==> src/rtl/proc_pkg.sv <==
// Shared definitions for the proc datapath and its instruction sequencer.
package proc_pkg;

  localparam int unsigned INSTR_W = 14;

  // Instruction word layout: {F[1:0], Rx[1:0], Ry[1:0], Data[7:0]}
  localparam int unsigned F_LSB    = 12;
  localparam int unsigned RX_LSB   = 10;
  localparam int unsigned RY_LSB   = 8;
  localparam int unsigned DATA_LSB = 0;

  localparam logic [1:0] OP_LOAD = 2'b00;
  localparam logic [1:0] OP_MOVE = 2'b01;
  localparam logic [1:0] OP_ADD  = 2'b10;
  localparam logic [1:0] OP_SUB  = 2'b11;

  typedef enum logic [1:0] {
    StIdle,
    StIssue,
    StWait,
    StFault
  } seq_state_e;

endpackage

==> src/rtl/instr_fifo.sv <==
// Circular instruction queue with a combinational head output.
module instr_fifo
  import proc_pkg::*;
#(
  parameter int unsigned DEPTH = 8
) (
  input  logic               Clock,
  input  logic               Reset,
  input  logic               wr,
  input  logic [INSTR_W-1:0] din,
  input  logic               rd,
  output logic [INSTR_W-1:0] dout,
  output logic               full,
  output logic               empty
);

  localparam int unsigned PtrW = $clog2(DEPTH);
  localparam int unsigned CntW = PtrW + 1;
  localparam logic [CntW-1:0] FullCount = CntW'(DEPTH);

  logic [INSTR_W-1:0] mem_q [DEPTH];
  logic [PtrW-1:0]    wr_ptr_q, rd_ptr_q;
  logic [CntW-1:0]    cnt_q;
  logic               do_wr, do_rd;

  // Acceptance is judged on the pre-edge flags, so a write into a full queue is dropped
  // even when the head is popped in the same cycle.
  assign do_wr = wr && !full;
  assign do_rd = rd && !empty;

  always_ff @(posedge Clock) begin
    if (Reset) begin
      wr_ptr_q <= '0;
      rd_ptr_q <= '0;
      cnt_q    <= '0;
    end else begin
      if (do_wr) wr_ptr_q <= wr_ptr_q + PtrW'(1);
      if (do_rd) rd_ptr_q <= rd_ptr_q + PtrW'(1);
      if (do_wr && !do_rd) cnt_q <= cnt_q + CntW'(1);
      else if (do_rd && !do_wr) cnt_q <= cnt_q - CntW'(1);
    end
  end

  always_ff @(posedge Clock) begin
    if (do_wr) mem_q[wr_ptr_q] <= din;
  end

  assign dout  = mem_q[rd_ptr_q];
  assign full  = (cnt_q == FullCount);
  assign empty = (cnt_q == '0);

endmodule

==> src/rtl/proc_sequencer.sv <==
// Issues queued instructions to proc over the w/Done handshake, with a timeout watchdog.
module proc_sequencer
  import proc_pkg::*;
#(
  parameter int unsigned DEPTH   = 8,
  parameter int unsigned TIMEOUT = 15
) (
  input  logic               Clock,
  input  logic               Reset,
  input  logic [INSTR_W-1:0] InstrIn,
  input  logic               InstrWr,
  input  logic               Run,
  input  logic               ErrClr,
  input  logic               Done,
  output logic               w,
  output logic [1:0]         F,
  output logic [1:0]         Rx,
  output logic [1:0]         Ry,
  output logic [7:0]         Data,
  output logic               ProcReset,
  output logic               Full,
  output logic               Empty,
  output logic               Busy,
  output logic               Error,
  output logic [7:0]         IssueCount
);

  localparam logic [7:0] TimerLast = 8'(TIMEOUT - 1);

  seq_state_e         state_q, state_d;
  logic [7:0]         timer_q, timer_d;
  logic [INSTR_W-1:0] instr_q, instr_d;
  logic [7:0]         count_q, count_d;
  logic               error_q, error_d;
  logic               proc_reset_q;
  logic [INSTR_W-1:0] head;
  logic               pop;

  instr_fifo #(
    .DEPTH(DEPTH)
  ) u_fifo (
    .Clock(Clock),
    .Reset(Reset),
    .wr   (InstrWr),
    .din  (InstrIn),
    .rd   (pop),
    .dout (head),
    .full (Full),
    .empty(Empty)
  );

  // The timer reads 0 in ISSUE and j in the j-th WAIT cycle, so FAULT lands TIMEOUT cycles
  // after ISSUE.
  always_comb begin
    state_d = state_q;
    timer_d = timer_q;
    instr_d = instr_q;
    count_d = count_q;
    error_d = error_q;
    pop     = 1'b0;
    unique case (state_q)
      StIdle: begin
        if (Run && !Empty) begin
          instr_d = head;
          timer_d = '0;
          state_d = StIssue;
        end
      end
      StIssue: begin
        timer_d = timer_q + 8'd1;
        state_d = StWait;
      end
      StWait: begin
        timer_d = timer_q + 8'd1;
        if (Done) begin
          pop     = 1'b1;
          count_d = count_q + 8'd1;
          state_d = StIdle;
        end else if (timer_q == TimerLast) begin
          state_d = StFault;
        end
      end
      StFault: begin
        pop     = 1'b1;
        state_d = StIdle;
      end
      default: state_d = StIdle;
    endcase
    if (state_q == StFault) error_d = 1'b1;
    else if (ErrClr)        error_d = 1'b0;
  end

  always_ff @(posedge Clock) begin
    if (Reset) begin
      state_q      <= StIdle;
      timer_q      <= '0;
      instr_q      <= '0;
      count_q      <= '0;
      error_q      <= 1'b0;
      proc_reset_q <= 1'b0;
    end else begin
      state_q      <= state_d;
      timer_q      <= timer_d;
      instr_q      <= instr_d;
      count_q      <= count_d;
      error_q      <= error_d;
      proc_reset_q <= (state_d == StFault);
    end
  end

  assign w          = (state_q == StIssue);
  assign Busy       = (state_q == StIssue) || (state_q == StWait);
  assign ProcReset  = proc_reset_q;
  assign Error      = error_q;
  assign IssueCount = count_q;
  assign F          = instr_q[F_LSB +: 2];
  assign Rx         = instr_q[RX_LSB +: 2];
  assign Ry         = instr_q[RY_LSB +: 2];
  assign Data       = instr_q[DATA_LSB +: 8];

endmodule

==> config.mk <==
export PLATFORM = sky130hd
export DESIGN_NAME = proc_sequencer
export DESIGN_NICKNAME = d
export VERILOG_FILES = /design/src/rtl/proc_pkg.sv /design/src/rtl/instr_fifo.sv /design/src/rtl/proc_sequencer.sv
export SDC_FILE = /design/constraint.sdc
export NUM_CORES = 1
export LEC_CHECK = 0
export CORE_MARGIN = 5
export CORE_UTILIZATION = 30
export CTS_CLUSTER_DIAMETER = 100
export DETAILED_ROUTE_END_ITERATION = 10
export DONT_BUFFER_PORTS = 1
export GPL_ROUTABILITY_DRIVEN = 0
export GPL_TIMING_DRIVEN = 0
export HOLD_SLACK_MARGIN = 0.15
export PLACE_DENSITY = 0.54
export SYNTH_ARGS = -nofsm -noshare
export SYNTH_HDL_FRONTEND = slang
export SYNTH_HIERARCHICAL = 1
export SYNTH_SLANG_ARGS = --single-unit
export TNS_END_PERCENT = 20
==> constraint.sdc <==
create_clock -name Clock -period 3.1 [get_ports Clock]
set_input_delay 0.31 -clock Clock [delete_from_list [all_inputs] [get_ports Clock]]
set_output_delay 0.31 -clock Clock [all_outputs]
set_load 0.02 [all_outputs]
==> impl_metrics.ini <==
[clock_network]
cts_num_sinks = 159
clk_pin_slew_ns = 0.07
insertion_delay_ns = 0.42
cts_root_buffer = clkbuf_16
clockBufferDepth = 2
post_cts_buffers = 0
cts_inserted_buffers = 17
ctsResizeCount = 0
ctsHoldBuffers = 18
cts-htree-levels = 4
tritoncts = done

[floorplanning]
io_pins = 48
die-area_um2 = 24550
die_width_um = 156.7
num_rows = 53
start_util_pct = 30.61
core_um2 = 21090
fp.dieH_um = 156.7

[global_routing]
grt_pass1_wl_um = 19750
grtUsageMet1_pct = 12.85
grt_overflow = 0
first_global_vias = 3576
antenna_found_initial = 1
grt_util_met3_pct = 3.872
grtUsageMet2_pct = 18.46
grt_max_degree = 17
busiest_layer = met2
grt_use_total_pct = 10.88

[min_path]
min_path_type = in2reg
hold_path.startpoint = Run

[routing]
wire_per_inst_um = 17.33
final_antenna_net_count = 0
route.detailed.drc = 0
drt_iter0_markers = 207
num_vias = 3448
viasPerCell = 4.653
firstDrtPassIters = 4
detail_route.wirelength_um = 12840

[timing]
hold_viol = 0
fin_crit_sh_pct = 92.72
rsz0062_at_grt = false
finalSetupViolCount = 0
timing.fmax_mhz = 347.9
drv_slew = 0
min_period_ns = 2.874
worstMarginPinSlew_ns = 0.9774
fin_skew_ns = 0.007398
slew_headroom_pct = 34.77
worst_slack_ns = 0.2257

[placed_design]
pre_cts_slack_ns = 0.2658
dp_hpwl_um = 8786
portBuffers = 0

[worst_setup_path]
crit_start = u_fifo/cnt_q[1]
worstPathMaxFanout = 6
crit_type = reg2reg
start_kind = flop
worstPathRequired_ns = 3.41
crit_path_end_kind = flop
crit-reg2reg-launch = u_fifo/cnt_q[1]
cp_data_arrival_time_ns = 3.18

[finish]
fill_cells = 1955
fin_util_pct = 36.68
drive_gt1_share_pct = 17.20
area_delta_synth_final_pct = 19.83
nets = 486

[synth]
ys_top_cells_by_area = edfxtp_1, dfxtp_1, mux4_1
yosys-top-cells-count = edfxtp_1, dfxtp_1, nand2_1
synthCells = 406
syn_avg_cell_area_um2 = 15.90
syn-cell-area_um2 = 6455
synthesis.nets = 440
synth_flop_cell = edfxtp_1
synth-seq-area-share_pct = 66.68
synth_top_area_share_pct = 52.10
yosysMostFrequentCell = edfxtp_1
synth_edf_count = 112
synth_largest_area_cell = edfxtp_1
yosysWarnings = 6
ys_async_sr_fraction_pct = 0
synth_seq_cells = 159
yosysUniqueCellTypes = 42

[power]
p_leak_uw = 0.002633
peakVddDrop_v = 0.0002987
p_per_area_nw_per_um2 = 739.5

[outcome]
status = finished clean

[run]
cap_violations = 0
## worst paths after layout
kind,endpoint,slack [ns],depth (start not counted)
worst max register to register,u_fifo/cnt_q[3],0.23,10
worst min-delay path,instr_q[2],0.27,3
worst min register to register,u_fifo/rd_ptr_q[2],0.53,2
worst max-delay path,u_fifo/cnt_q[3],0.23,10
## sequential cells by signal (all words and copies together), names as in the netlist, 2 cells and up, named ones only
register and flops:
u_fifo/rd_ptr_q 3, IssueCount 8, u_fifo/cnt_q 4, u_fifo/mem_q 112, instr_q 14, u_fifo/wr_ptr_q 3, timer_q 8, state_q 2
## final cells by class
cell class	instances	area, um^2	share of cell area, %
flip-flops and latches	159	4304	55.65
plain buffers	15	83.83	1.084
diodes	1	2.502	0.03235
repair buffers	27	275.3	3.559
multi-input cells	222	2063	26.67
clock buffers	17	425.4	5.500
clock inverters	15	198.9	2.572
inverters	10	37.54	0.4853
well taps	275	344.1	4.448
## per-stage QoR
step / total power (uW) / area [um^2] / setup TNS [ns] / hold WS [ns] / cells
2_1_floorplan: 3289 / 6455 / 0 / 0.4089 / 406
3_3_place_gp: 3477 / 6799 / -23.13 / 0.4093 / 681
3_5_place_dp: 3556 / 6928 / 0 / 0.4092 / 690
4_1_cts: 5794 / 7732 / 0 / 0.2454 / 740
5_1_grt: 5984 / 7735 / 0 / 0.2765 / 741
6_report: 5720 / 7735 / 0 / 0.2703 / 741
## kinds of logic (layout without fill, tap and decap cells)
family,Yosys count,in the layout,synth area share (%)
xor gates and xnor gates,19,19,2.578
buffers and inverters,25,84,1.880
DFF,159,159,66.68
and+or+nand+nor,109,109,7.889
AOI/OAI and AO/OA,35,35,3.993
adders and majority gates,14,14,2.830
other,0,1,0
muxes,45,45,14.15
## critical path, stage by stage, from the launching register on
cell and delay [ns]:
dfxtp_1 0.39, or4b_4 0.60, nand2_2 0.17, inv_1 0.12
ha_1 0.23, inv_1 0.13, ha_1 0.29, a21oi_1 0.20
a211oi_1 0.10, a31oi_1 0.17, mux2_2 0.35
## metal layers
layer | share of wire, % | wire length [um]
met3 | 5.9 | 756
met2 | 50 | 6362
met4 | 1.3 | 165
met5 | 0 | 0
met1 | 43 | 5557
## cell usage in the layout (no fill, tap or decap), drive strengths merged
master / n
edfxtp: 112
dfxtp: 47
nand2: 39
nor2: 35
mux4: 28
clkbuf: 24
a21oi: 20
dlygate4sd3: 18
inv: 18
buf: 17
xor2: 15
mux2: 15
ha: 13
nand3: 6
nand2b: 5
and3: 5
nor3: 5
xnor2: 4
nor2b: 4
o2111ai: 4
clkinv: 4
nand4: 3
bufinv: 3
nor4: 3
a211oi: 2
a31oi: 2
mux2i: 2
diode: 1
and3b: 1
nand3b: 1
a21boi: 1
a221o: 1
o21bai: 1
and4: 1
a2111oi: 1
o21ai: 1
a32oi: 1
or4b: 1
o41ai: 1
fa: 1
## where the power goes
group,total (uW),internal (uW),switching (uW)
clock network,2190,1300,889
logic,881,359,522
registers,2650,2460,191
total,5720,4120,1600
Power figures use the tool's default switching activity.
